`config.mk`:
```
export PLATFORM = sky130hd
export DESIGN_NAME = sumador_serie
export DESIGN_NICKNAME = d
export VERILOG_FILES = /design/src/rtl/sumador_serie_pkg.sv /design/src/rtl/sumador_serie_full_adder.sv /design/src/rtl/sumador_serie.sv
export SDC_FILE = /design/constraint.sdc
export NUM_CORES = 1
export LEC_CHECK = 0
export CAP_MARGIN = 20
export CORE_MARGIN = 3
export CORE_UTILIZATION = 50
export CTS_CLUSTER_SIZE = 8
export DETAILED_ROUTE_END_ITERATION = 8
export GPL_TIMING_DRIVEN = 0
export PLACE_DENSITY = 0.75
export SLEW_MARGIN = 0
export SYNTH_ARGS = -nofsm -noshare
export SYNTH_HDL_FRONTEND = slang
export SYNTH_SLANG_ARGS = --single-unit
```
`constraint.sdc`:
```
create_clock -name i_clk -period 1.7 [get_ports i_clk]
set_clock_uncertainty 0.2 [all_clocks]
set_input_delay 0.34 -clock i_clk [delete_from_list [all_inputs] [get_ports i_clk]]
set_output_delay 0.34 -clock i_clk [all_outputs]
set_load 0.1 [all_outputs]
```
`src/rtl/sumador_serie_pkg.sv`:
```
// sumador_serie_pkg: shared types and defaults for the bit-serial adder.
// Optional feature macro: SUMADOR_SERIE_RESTA_EN (adds subtraction via i_resta).
package sumador_serie_pkg;

  // Default operand/sum width in bits (legal range 2..32).
  localparam int ANCHO_DEF = 8;

  // Controller states.
  typedef enum logic [1:0] {
    REPOSO    = 2'd0,
    SUMANDO   = 2'd1,
    RESULTADO = 2'd2
  } estado_t;

  // Operand b as seen by the shared cell: inverted when subtracting so that
  // a + ~b + 1 yields a - b.
  function automatic logic [31:0] operando_b_efectivo(input logic [31:0] b,
                                                      input logic      resta);
    logic [31:0] r;
    if (resta) begin
      r = ~b;
    end else begin
      r = b;
    end
    return r;
  endfunction

endpackage

```
`src/rtl/sumador_serie_full_adder.sv`:
```
// Shared one-bit adder cell for sumador_serie: a full adder built from two
// half adders and an OR of their carries.
// Optional feature macro of the block: SUMADOR_SERIE_RESTA_EN (no effect here).

module half_adder
  import sumador_serie_pkg::*;
(
  input  logic i_a,
  input  logic i_b,
  output logic o_s,
  output logic o_c
);

  assign o_s = i_a ^ i_b;
  assign o_c = i_a & i_b;

endmodule

module full_adder
  import sumador_serie_pkg::*;
(
  input  logic i_a,
  input  logic i_b,
  input  logic i_ci,
  output logic o_s,
  output logic o_co
);

  logic s0_s;
  logic c0_s;
  logic c1_s;

  // First stage: a + b.
  half_adder u_ha0 (
    .i_a (i_a),
    .i_b (i_b),
    .o_s (s0_s),
    .o_c (c0_s)
  );

  // Second stage: partial sum + carry-in.
  half_adder u_ha1 (
    .i_a (s0_s),
    .i_b (i_ci),
    .o_s (o_s),
    .o_c (c1_s)
  );

  // At most one of the two half-adder carries can be set, so OR merges them.
  assign o_co = c0_s | c1_s;

endmodule

```
`src/rtl/sumador_serie.sv`:
```
// sumador_serie: bit-serial ANCHO-bit adder sharing one full-adder cell.
// Operands are accepted on a valid/ready handshake, walked LSB-first through
// the cell one bit per clock, and the sum plus final carry are returned on a
// second valid/ready handshake.
// Optional feature macro: SUMADOR_SERIE_RESTA_EN adds input i_resta; when it
// is 1 at acceptance the block computes a - b and o_acarreo=1 means no borrow.

module sumador_serie
  import sumador_serie_pkg::*;
#(
  parameter int ANCHO = ANCHO_DEF
) (
  input  logic             i_clk,
  input  logic             i_rst,
  input  logic             i_valido,
  output logic             o_listo,
  input  logic [ANCHO-1:0] i_operando_a,
  input  logic [ANCHO-1:0] i_operando_b,
  output logic             o_valido,
  input  logic             i_listo,
  output logic [ANCHO-1:0] o_suma,
  output logic             o_acarreo
`ifdef SUMADOR_SERIE_RESTA_EN
  ,
  input  logic             i_resta
`endif
);

  localparam int CNT_W = $clog2(ANCHO);
  localparam logic [CNT_W-1:0] ULTIMO_BIT = CNT_W'(ANCHO - 1);

  // Controller state and handshake flags.
  estado_t          estado_q, estado_d;
  logic             listo_q, listo_d;
  logic             valido_q, valido_d;

  // Datapath registers.
  logic [ANCHO-1:0] op_a_q, op_a_d;
  logic [ANCHO-1:0] op_b_q, op_b_d;
  logic [ANCHO-1:0] suma_q, suma_d;
  logic             carry_q, carry_d;
  logic             acarreo_q, acarreo_d;
  logic [CNT_W-1:0] cnt_q, cnt_d;

  // Shared cell connections.
  logic             fa_s_s;
  logic             fa_co_s;

  // Load-time operation selection.
  logic             resta_s;
  logic [31:0]      b_ext_s;
  logic [ANCHO-1:0] b_carga_s;

`ifdef SUMADOR_SERIE_RESTA_EN
  assign resta_s = i_resta;
`else
  assign resta_s = 1'b0;
`endif

  assign b_ext_s   = operando_b_efectivo(32'(i_operando_b), resta_s);
  assign b_carga_s = b_ext_s[ANCHO-1:0];

  // The single adder cell always looks at the current LSBs and the carry.
  full_adder u_celda (
    .i_a  (op_a_q[0]),
    .i_b  (op_b_q[0]),
    .i_ci (carry_q),
    .o_s  (fa_s_s),
    .o_co (fa_co_s)
  );

  // Next-state and datapath update; every register holds unless its state acts.
  always_comb begin
    estado_d  = estado_q;
    op_a_d    = op_a_q;
    op_b_d    = op_b_q;
    suma_d    = suma_q;
    carry_d   = carry_q;
    acarreo_d = acarreo_q;
    cnt_d     = cnt_q;

    case (estado_q)
      REPOSO: begin
        if (i_valido && listo_q) begin
          op_a_d   = i_operando_a;
          op_b_d   = b_carga_s;
          carry_d  = resta_s;
          cnt_d    = {CNT_W{1'b0}};
          estado_d = SUMANDO;
        end else begin
          estado_d = REPOSO;
        end
      end

      SUMANDO: begin
        // Sum bit enters from the MSB side so bit 0 lands at position 0
        // after ANCHO shifts.
        suma_d    = {fa_s_s, suma_q[ANCHO-1:1]};
        op_a_d    = {1'b0, op_a_q[ANCHO-1:1]};
        op_b_d    = {1'b0, op_b_q[ANCHO-1:1]};
        carry_d   = fa_co_s;
        // Reported carry is kept apart from the working carry so that
        // loading a new operation never disturbs the visible result.
        acarreo_d = fa_co_s;
        cnt_d     = cnt_q + CNT_W'(1);
        if (cnt_q == ULTIMO_BIT) begin
          estado_d = RESULTADO;
        end else begin
          estado_d = SUMANDO;
        end
      end

      RESULTADO: begin
        if (valido_q && i_listo) begin
          estado_d = REPOSO;
        end else begin
          estado_d = RESULTADO;
        end
      end

      default: begin
        estado_d = REPOSO;
      end
    endcase

    // Handshake flags are registered copies of the next-state decode.
    listo_d  = (estado_d == REPOSO);
    valido_d = (estado_d == RESULTADO);
  end

  // State, datapath and output registers with asynchronous reset.
  always_ff @(posedge i_clk or posedge i_rst) begin
    if (i_rst) begin
      estado_q  <= REPOSO;
      listo_q   <= 1'b1;
      valido_q  <= 1'b0;
      op_a_q    <= {ANCHO{1'b0}};
      op_b_q    <= {ANCHO{1'b0}};
      suma_q    <= {ANCHO{1'b0}};
      carry_q   <= 1'b0;
      acarreo_q <= 1'b0;
      cnt_q     <= {CNT_W{1'b0}};
    end else begin
      estado_q  <= estado_d;
      listo_q   <= listo_d;
      valido_q  <= valido_d;
      op_a_q    <= op_a_d;
      op_b_q    <= op_b_d;
      suma_q    <= suma_d;
      carry_q   <= carry_d;
      acarreo_q <= acarreo_d;
      cnt_q     <= cnt_d;
    end
  end

  assign o_listo   = listo_q;
  assign o_valido  = valido_q;
  assign o_suma    = suma_q;
  assign o_acarreo = acarreo_q;

endmodule

```
==> flow_metrics.env <==
export IMPL_wl_mm=2.98
export IMPL_area_growth_pct=28.7
export IMPL_synth_seq_cells=33
export IMPL_synth_seq_area_share=0.549
export IMPL_crit_required_ns=1.16
export IMPL_r2r_start="o_listo$_DFF_PP1_"
export IMPL_place_congestion=0.746
export IMPL_grt_use_met2=0.282
export IMPL_n_antenna_cell=0
export IMPL_synthFlopType="dfrtp_1"
export IMPL_cts_tree="yes"
export IMPL_met1_usage=0.252
export IMPL_synth_avg_cell_area_sq_um=13.0
export IMPL_pre_cts_ws_ns=-0.578
export IMPL_vias=1067
export IMPL_slowest_delay_ns=0.65
export IMPL_grt_busiest_layer="met2"
export IMPL_finalHoldViolCount=0
export IMPL_cp_num_cells=1
export IMPL_grt_max_degree=18
export IMPL_fin_tns_setup_ns=0
export IMPL_run_status="completed"
export IMPL_tightest_slew_ns=0.735
export IMPL_min_period_over_period=0.997
export IMPL_syn_inst=116
export IMPL_synth_compound_area_frac=0.207
export IMPL_synth_area_leaders="dfrtp_1, o2bb2ai_1, a22oi_1, nor2b_1, mux2_2"
export IMPL_io_buffers=30
export IMPL_slew_violations=0
export IMPL_postCtsSetupBuffers=0
export IMPL_fin_crit_ns=1.69
export IMPL_path_buf_inv=1
export IMPL_slew_limit_headroom=0.509
export IMPL_fin_ws_ns=0.00575
export IMPL_final_area_sq_um=1940
export IMPL_met3_usage=0.0787
export IMPL_grt_pass1_vias=1079
export IMPL_track_usage=0.189
export IMPL_fillers=234
export IMPL_r2r_cells=5
export IMPL_end_kind="output port"
export IMPL_clock_sink_count=33
export IMPL_netlist_area_sq_um=1510
export IMPL_drive_gt1_frac=0.284
export IMPL_cts_buffer_depth=2
export IMPL_drtIter0Drc=71
export IMPL_synth_mux_area_frac=0.0921
export IMPL_multi_input_area_sq_um=619
export IMPL_grt_setup_unrepaired="true"
export IMPL_r2r_end="op_b_q[7]$_DFFE_PP0P_"
export IMPL_async_flop_share=1.00
export IMPL_hp_class="in -> async"
export IMPL_core_area_sq_um=2810
export IMPL_cts_buffers=5
export IMPL_ff_latch_area_sq_um=832
export IMPL_clk_pin_slew_ns=0.10
export IMPL_start_util=0.537
export IMPL_die_h_um=60.9
export IMPL_setup_violations=0
export IMPL_synth_top_area_cell="dfrtp_1"
export IMPL_cp_startpoint="o_listo$_DFF_PP1_"
export IMPL_synth_nets=139
export IMPL_grt_ovfl_total=0
export IMPL_wl_per_cell_um=16.0
export IMPL_drv_cap=0
export IMPL_synth_most_common_cell="dfrtp_1"
export IMPL_die_x_um=60.9
export IMPL_clk_insertion_delay_late_ns=0.33
export IMPL_die_area_sq_um=3710
export IMPL_final_nets=177
export IMPL_worst_setup_path_type="reg -> out"
export IMPL_antenna_found_initial=0
export IMPL_rows=19
export IMPL_htreeDepth=2
export IMPL_synthTopCellsByCount="dfrtp_1, nor2b_1, a22oi_1, o2bb2ai_1"
export IMPL_path_delay_family="flip-flops"
export IMPL_reg2reg_slack_ns=0.08
export IMPL_first_pass_iters=5
export IMPL_crit_chain="buf_12"
export IMPL_critPathMaxFanout=3
export IMPL_worstPathArrival_ns=1.15
export IMPL_endpoint="o_listo"
export IMPL_drtAntennaViolNets=0
export IMPL_fmax_ghz=0.590
export IMPL_hpwlAfterDp_mm=2.12
export IMPL_synth_distinct_cells=22
export IMPL_synthSimpleGateAreaFrac=0.0747
export IMPL_placed_cell_area_sq_um=1900
export IMPL_via_per_inst=5.74
export IMPL_start_kind="flip-flop"
export IMPL_io_pins=31
export IMPL_grt_pass1_wl_mm=5.06
export IMPL_synth_yosys_warnings=0
export IMPL_synth_xor_area_frac=0
export IMPL_yosys_area_top_type_share=0.531
export IMPL_crit_slowest_cell="dfstp_4"
export IMPL_cts_root_buf="clkbuf_4"
export IMPL_drc=0
export IMPL_synthAdderAreaFrac=0.0299
export IMPL_synth_top_family_by_area="compound AO/OA/AOI/OAI gates"
export IMPL_synth_edff_count=0
-- layer usage --
metal | share of wire | wire, um
met5 | 0 | 0
met4 | 0.015 | 45
met3 | 0.058 | 174
met2 | 0.47 | 1400
met1 | 0.46 | 1360
-- cells in the final DEF (no fill, tap or decap) --
cell / n
fa_1: 1
nor3_1: 1
o21bai_4: 1
and2_4: 1
clkbuf_1: 1
a22oi_1: 14
buf_4: 7
buf_16: 1
dfstp_4: 1
dfrtp_1: 31
o2bb2ai_1: 14
a22o_1: 7
ha_1: 2
clkdlybuf4s50_1: 19
mux2_2: 7
clkinv_2: 2
dfrtp_2: 1
nor2b_1: 15
nand2_1: 1
a21oi_1: 1
buf_2: 3
buf_1: 1
buf_12: 1
buf_6: 3
a21boi_1: 1
clkbuf_4: 12
mux2_4: 4
inv_1: 1
nor2_1: 1
-- metrics by stage --
step | util | cells | hold WS (ns)
after floorplan | - | 116 | 0.257
after global placement | 0.667 | 177 | 0.271
after detailed placement | 0.677 | 178 | 0.274
after CTS | 0.683 | 186 | 0.243
after global routing | 0.692 | 186 | 0.251
final | 0.692 | 186 | 0.225
-- sequential cells by signal, summed over array words and instances (netlist names) --
signal / count
o_suma: 8
op_a_q: 8
op_b_q: 8
cnt_q: 3
estado_q: 2
carry_q: 1
o_acarreo: 1
o_listo: 1
o_valido: 1
-- worst register-to-register path, stage by stage, from the launching register on --
cell and delay [ns]:
dfstp_4 0.65, and2_4 0.14, buf_6 0.12, o21bai_4 0.07, buf_6 0.15, a22o_1 0.20
-- timing repair --
item	in CTS	in global routing
hold buffers	0	0
cloned	0	0
setup endpoints to repair	11	18
gates resized for setup	62	12
-- worst min path at each step --
stage,from,end,slack [ns],depth (start not counted)
floorplan,op_b_q[1]$_DFFE_PP0P_,op_b_q[1]$_DFFE_PP0P_,0.26,1
global placement,op_b_q[6]$_DFFE_PP0P_,op_b_q[6]$_DFFE_PP0P_,0.27,1
detailed placement,op_b_q[5]$_DFFE_PP0P_,op_b_q[5]$_DFFE_PP0P_,0.27,1
CTS,i_rst,estado_q[0]$_DFF_PP0_,0.24,2
global route,i_rst,o_suma[6]$_DFFE_PP0N_,0.25,2
finish,i_rst,o_suma[6]$_DFFE_PP0N_,0.22,2
-- cells by family after synthesis --
kind of cell / Yosys count
mux: 11
buf+inv: 12
compound gates: 38
fa+ha+maj: 3
simple gates: 19
flops: 33
-- layout make-up --
cell class	count	share of cell area
inverter	1	0.00193
sequential	33	0.429
tap	31	0.0200
clock inverter	2	0.00516
multi-input combinational	71	0.319
clock buffer	6	0.0213
buffer	11	0.0426
timing repair buffer	31	0.161
Power is left out: the tool's default activity adds up to more than one toggle a clock period on the data nets, which glitch-free logic cannot reach.
